===== src/rtl/float32_to_offset14_conv_if.sv =====
// Sample bus for the float32 -> offset-binary converter.
//   float_in : IEEE-754 binary32 sample, driven by the producer (master)
//   out_data : 14-bit offset-binary code, driven by the converter (slave)
// There is no handshake: the converter samples float_in on every rising edge.
interface float32_to_offset14_conv_if;
  logic [31:0] float_in;
  logic [13:0] out_data;

  modport master (output float_in, input  out_data);
  modport slave  (input  float_in, output out_data);
endinterface


===== src/rtl/float32_to_offset14_conv.sv =====
// float32_to_offset14_conv
//   Converts a binary32 sample (units of 1 LSB, nominal -8192..+8191) to a
//   14-bit offset-binary DAC code: round half away from zero, clamp to
//   [-8192, +8191], add 8192. Zero, subnormals and NaN give mid-scale (8192);
//   infinities and |x| >= 8192 saturate toward their sign.
//   Two-stage pipeline, one sample per clock, latency 2 rising edges.
// Ports
//   aclk     in  rising-edge clock
//   aresetn  in  asynchronous active-low reset; forces out_data to 8192
//   bus      slave modport: float_in (in, 32), out_data (out, 14)
module float32_to_offset14_conv (
  input logic                        aclk,
  input logic                        aresetn,
  float32_to_offset14_conv_if.slave  bus
);

  // Result class decided in stage 1; stage 2 only needs these three cases.
  typedef enum logic [1:0] {
    CLS_MID = 2'd0,  // zero, subnormal, NaN, |x| < 0.5
    CLS_NUM = 2'd1,  // finite, 0.5 <= |x| < 8192: needs rounding/clamping
    CLS_SAT = 2'd2   // |x| >= 8192 or infinity: full scale toward the sign
  } cls_t;

  localparam logic [13:0] MID_SCALE = 14'h2000;
  localparam logic [13:0] FULL_POS  = 14'h3FFF;
  localparam logic [13:0] FULL_NEG  = 14'h0000;

  // ---------------------------------------------------------------------------
  // Stage 1: decode and align
  // ---------------------------------------------------------------------------
  logic        sign_in;
  logic [7:0]  exp_in;
  logic [22:0] frac_in;

  assign sign_in = bus.float_in[31];
  assign exp_in  = bus.float_in[30:23];
  assign frac_in = bus.float_in[22:0];

  cls_t        cls_d;
  logic [4:0]  shift_d;
  logic [13:0] half_d;

  // half_d is the magnitude in half-LSB units, truncated: the integer part in
  // [13:1] and the round bit (the 0.5 weight) in [0]. With ties going away
  // from zero, round-up depends only on that bit, so the bits below it are
  // not carried. For biased exponents 126..139 (e = -1..12) the right shift
  // of the 24-bit mantissa is 149 - exp, i.e. 10..23.
  always_comb begin
    // NOTE: every output of this block gets a default first so that no path
    // leaves one unassigned and infers a latch.
    cls_d   = CLS_MID;
    shift_d = '0;
    half_d  = '0;
    if (exp_in == 8'd255) begin
      cls_d = (frac_in == '0) ? CLS_SAT : CLS_MID;
    end else if (exp_in >= 8'd140) begin
      cls_d = CLS_SAT;
    end else if (exp_in >= 8'd126) begin
      cls_d   = CLS_NUM;
      shift_d = 5'(8'd149 - exp_in);
      half_d  = 14'({1'b1, frac_in} >> shift_d);
    end
  end

  logic        s1_sign;
  cls_t        s1_cls;
  logic [13:0] s1_half;

  // NOTE: sequential state is written with non-blocking assignments so every
  // register samples the pre-edge value of its inputs.
  // NOTE: all pipeline registers reset; a cleared stage 1 (CLS_MID) makes the
  // first output after release mid-scale, never stale data.
  always_ff @(posedge aclk or negedge aresetn) begin
    if (!aresetn) begin
      s1_sign <= 1'b0;
      s1_cls  <= CLS_MID;
      s1_half <= '0;
    end else begin
      s1_sign <= sign_in;
      s1_cls  <= cls_d;
      s1_half <= half_d;
    end
  end

  // ---------------------------------------------------------------------------
  // Stage 2: round, apply sign, clamp, offset
  // ---------------------------------------------------------------------------
  logic [13:0] mag;
  logic [13:0] out_d;

  // Largest rounded magnitude is 8192 (from 8191.5), which still fits 14 bits.
  assign mag = {1'b0, s1_half[13:1]} + 14'(s1_half[0]);

  always_comb begin
    out_d = MID_SCALE;
    unique case (s1_cls)
      CLS_SAT: out_d = s1_sign ? FULL_NEG : FULL_POS;
      CLS_NUM: begin
        if (s1_sign) begin
          // mag <= 8192, so -mag is always inside the negative limit.
          out_d = MID_SCALE - mag;
        end else if (mag[13]) begin
          out_d = FULL_POS;
        end else begin
          out_d = MID_SCALE + mag;
        end
      end
      default: out_d = MID_SCALE;
    endcase
  end

  always_ff @(posedge aclk or negedge aresetn) begin
    if (!aresetn) begin
      bus.out_data <= MID_SCALE;
    end else begin
      bus.out_data <= out_d;
    end
  end

endmodule


===== src/flat_wrapper.sv =====
// flat-port wrapper written by rule: the top's interface ports become plain ports
module float32_to_offset14_conv_flat 
  (aclk, aresetn, bus_float_in, bus_out_data);
  float32_to_offset14_conv_if bus_i ();
  input logic aclk;
  input logic aresetn;
  input wire logic [$bits(bus_i.float_in)-1:0] bus_float_in;
  output wire logic [$bits(bus_i.out_data)-1:0] bus_out_data;
  assign bus_i.float_in = bus_float_in;
  assign bus_out_data = bus_i.out_data;
  float32_to_offset14_conv u_core (.aclk(aclk), .aresetn(aresetn), .bus(bus_i));
endmodule

===== config.mk =====
export PLATFORM = sky130hd
export DESIGN_NAME = float32_to_offset14_conv_flat
export DESIGN_NICKNAME = d
export VERILOG_FILES = /design/src/rtl/float32_to_offset14_conv_if.sv /design/src/rtl/float32_to_offset14_conv.sv /design/src/flat_wrapper.sv
export SDC_FILE = /design/constraint.sdc
export NUM_CORES = 1
export LEC_CHECK = 0
export ABC_AREA = 1
export BUFFER_PORTS_ARGS = -buffer_cell sky130_fd_sc_hd__buf_2
export CAP_MARGIN = 30
export CORE_UTILIZATION = 25
export DETAILED_ROUTE_END_ITERATION = 8
export GPL_TIMING_DRIVEN = 1
export SLEW_MARGIN = 20
export SYNTH_ARGS = -nofsm -noshare
export SYNTH_HDL_FRONTEND = slang
export SYNTH_SLANG_ARGS = --single-unit

===== constraint.sdc =====
create_clock -name aclk -period 1.8 [get_ports aclk]
set_input_delay 0.09 -clock aclk [delete_from_list [all_inputs] [get_ports aclk]]
set_output_delay 0.09 -clock aclk [all_outputs]
set_load 0.005 [all_outputs]

==> metrics <==
flops & latches, synth=31; total CTS buffers=5; DRT Wirelength=7610 µm; CP arrival=2030 ps; critical path capture point type=register; outcome=finished, violations left; Ys Warns=0; Max Fclk=0.525 GHz; RSZ-0062 raised after global routing=true; sw frac=33.0%; Die Y=111 µm; number of synthesized flops with an enable pin=0; Longest Clk Path Bufs=2; CTS tree=yes; Switch Pwr=772 µW; final design instance area without fill=3800 µm²; Worst-Skew Late Latency=260 ps; IO Count=48; routed len/inst=11.3 µm; Seq/Total Area, Yosys=26.2%; Post-Route Setup TNS=-569 ps; critical path class=register to register; post-DR vias/cell=4.68; commonest cells in the netlist=143 x nand2_1, 55 x o21ai_0, 50 x inv_1; Synth Net Count=511; port bufs=47; CTS root buffer=clkbuf_16; post-synthesis cell count=470; post-synthesis cell type count=42; diode count=0; Tmin final=1900 ps; clk slew on worst S/H paths=40 ps; Max Cap Viol=0; top cells by area, synth=dfrtp_1 25%, nand2_1 18%, o21ai_0 9.3%, inv_1 6.3%, nand3_1 5.1%; via count=3144; Area Growth Syn to Fin=28.2%; Cell Area, Placed=3470 µm²; Placer Congestion=0.905; H-tree level count=2; grt ovf=0; mapped cell area=2960 µm²; final setup margin=-104 ps; share of total power in the clock network=31.1%; post-layout util=33.1%; Period Utilization, post-route=106%; most frequent cell after synthesis=nand2_1; Setup WS pre-CTS=-138 ps; row count=39; fillers=1211; Cell Pwr Density=615 nW/µm²; peak supply drop=0.000623 V; Core ar.=11500 µm²; ys async rst share=100%; share of the synthesized area in the top cell type=25.3%; Most used DFF post-synth=dfrtp_1; Final ANT Viol Nets=0; Startpoint Class=register; die area=12300 µm²; Final Hold Violating Endpoints=0; layout cells sized above 1=26.1%; headroom to the max-slew limit=57.8%; Avg Inst Size Synth=6.30 µm²; total global-route track usage=12.6%; DRC Markers=0; Least-Margin Pin Slew=633 ps; Comb power frac=35.6%; Synth area leader=dfrtp_1; Slew Viols, Final=0; Nets=571; Initial Util=25.8%; Min-Delay Path Class=input pin to register; critical-path maximum fanout=3; DR pass1 iterations=4; Crit path required time=1920 ps; largest net degree at the start of global routing=32; DP HPWL=6140 µm; First DRT Iteration DRCs=71; Sequential Power Share=33.3%; failing checks=negative setup slack; P_int=1.56 mW; Layout Skew=2.74 ps; clock sinks=31; DIE WIDTH=111 µm; initial antenna violation count=0; Static Leak=1.87 nW; final setup fails=8; first-pass GRT wire length=13200 µm; number of global-route vias before repair=2961
final timing paths:
check                             startpoint                       to  slack [ps]  depth (start not counted)
setup / recovery           u_core.s1_half[1]   u_core.bus.out_data[4]        -100                         10
hold / removal              bus_float_in[30]         u_core.s1_cls[1]         160                          3
setup reg to reg           u_core.s1_half[1]   u_core.bus.out_data[4]        -100                         10
hold reg to reg             u_core.s1_cls[1]  u_core.bus.out_data[13]         710                          3
max in group asynchronous            aresetn        u_core.s1_half[3]         960                          2
min in group asynchronous            aresetn  u_core.bus.out_data[10]         380                          2
layout by cell type, fill, tap and decap left out, types with 8 or more instances in the layout:
master,instances
buf_2,47
inv_1,48
o21ai_0,55
nor2_1,20
dfrtp_1,29
nand2_1,137
nor2_4,8
nand3_1,24
buf_4,18
nand2_2,14
a21oi_1,25
registers in the layout (all words and copies together) (netlist names):
register / count
u_core.s1_sign: 1
u_core.bus.out_data: 14
u_core.s1_cls: 2
u_core.s1_half: 14
cell type report:
class	count	area [µm²]	share of cell area (%)
Sequential cell	31	778	20.5
Inverter	56	213	5.60
Tap cell	143	179	4.71
Timing Repair Buffer	70	433	11.4
Multi-Input combinational cell	366	2070	54.4
Clock buffer	6	129	3.39
worst max-delay path: stages, from the launching register on:
cell and delay [ps]:
dfrtp_1 390, ha_4 190, ha_4 270, inv_4 40, ha_4 150, nand2_2 80, nor2_4 40, buf_4 130
or3_1 300, nand3_1 100, a21oi_1 70
power groups by stage:
stage | clock, mW | sequential (mW) | combinational, mW
2_1_floorplan | 0 | 0.785 | 0.525
3_3_place_gp | 0 | 0.782 | 0.755
3_5_place_dp | 0 | 0.783 | 0.767
4_1_cts | 0.739 | 0.776 | 0.801
5_1_grt | 0.782 | 0.783 | 0.942
6_report | 0.727 | 0.779 | 0.832
timing repair:
action	in CTS	in global routing
hold buffers	2	0
buffers inserted	2	1
hold endpoints to repair	31	0
gates resized for setup	16	19
setup endpoints to repair	13	13
pin swaps	13	17
metrics by stage:
| step | total power, mW | hold WS [ps] | std cells |
|---|---|---|---|
| floorplan | 1.31 | -206 | 470 |
| global placement | 1.54 | 157 | 661 |
| detailed placement | 1.55 | 155 | 661 |
| CTS | 2.32 | 154 | 671 |
| global route | 2.51 | 213 | 672 |
| finish | 2.34 | 156 | 672 |
cells by family (layout without fill, tap and decap cells):
kind of cell,after synthesis,after routing,share of synthesized area (%)
muxes,5,5,1.69
AOI/OAI and AO/OA,110,110,20.7
xor gates and xnor gates,4,4,1.18
DFF,31,31,26.2
adders and majority gates,7,7,2.96
and+or+nand+nor,240,240,37.3
buffers and inverters,73,132,9.89
routing by layer:
metal | wire length [µm] | vias up | track usage, %
met5 | 0 | - | 0
met4 | 147 | 0 | 3.20
met3 | 285 | 14 | 1.80
met2 | 3610 | 82 | 21.9
met1 | 3570 | 1387 | 16.3
li1 | - | 1661 | -
Power figures use the tool's default switching activity.
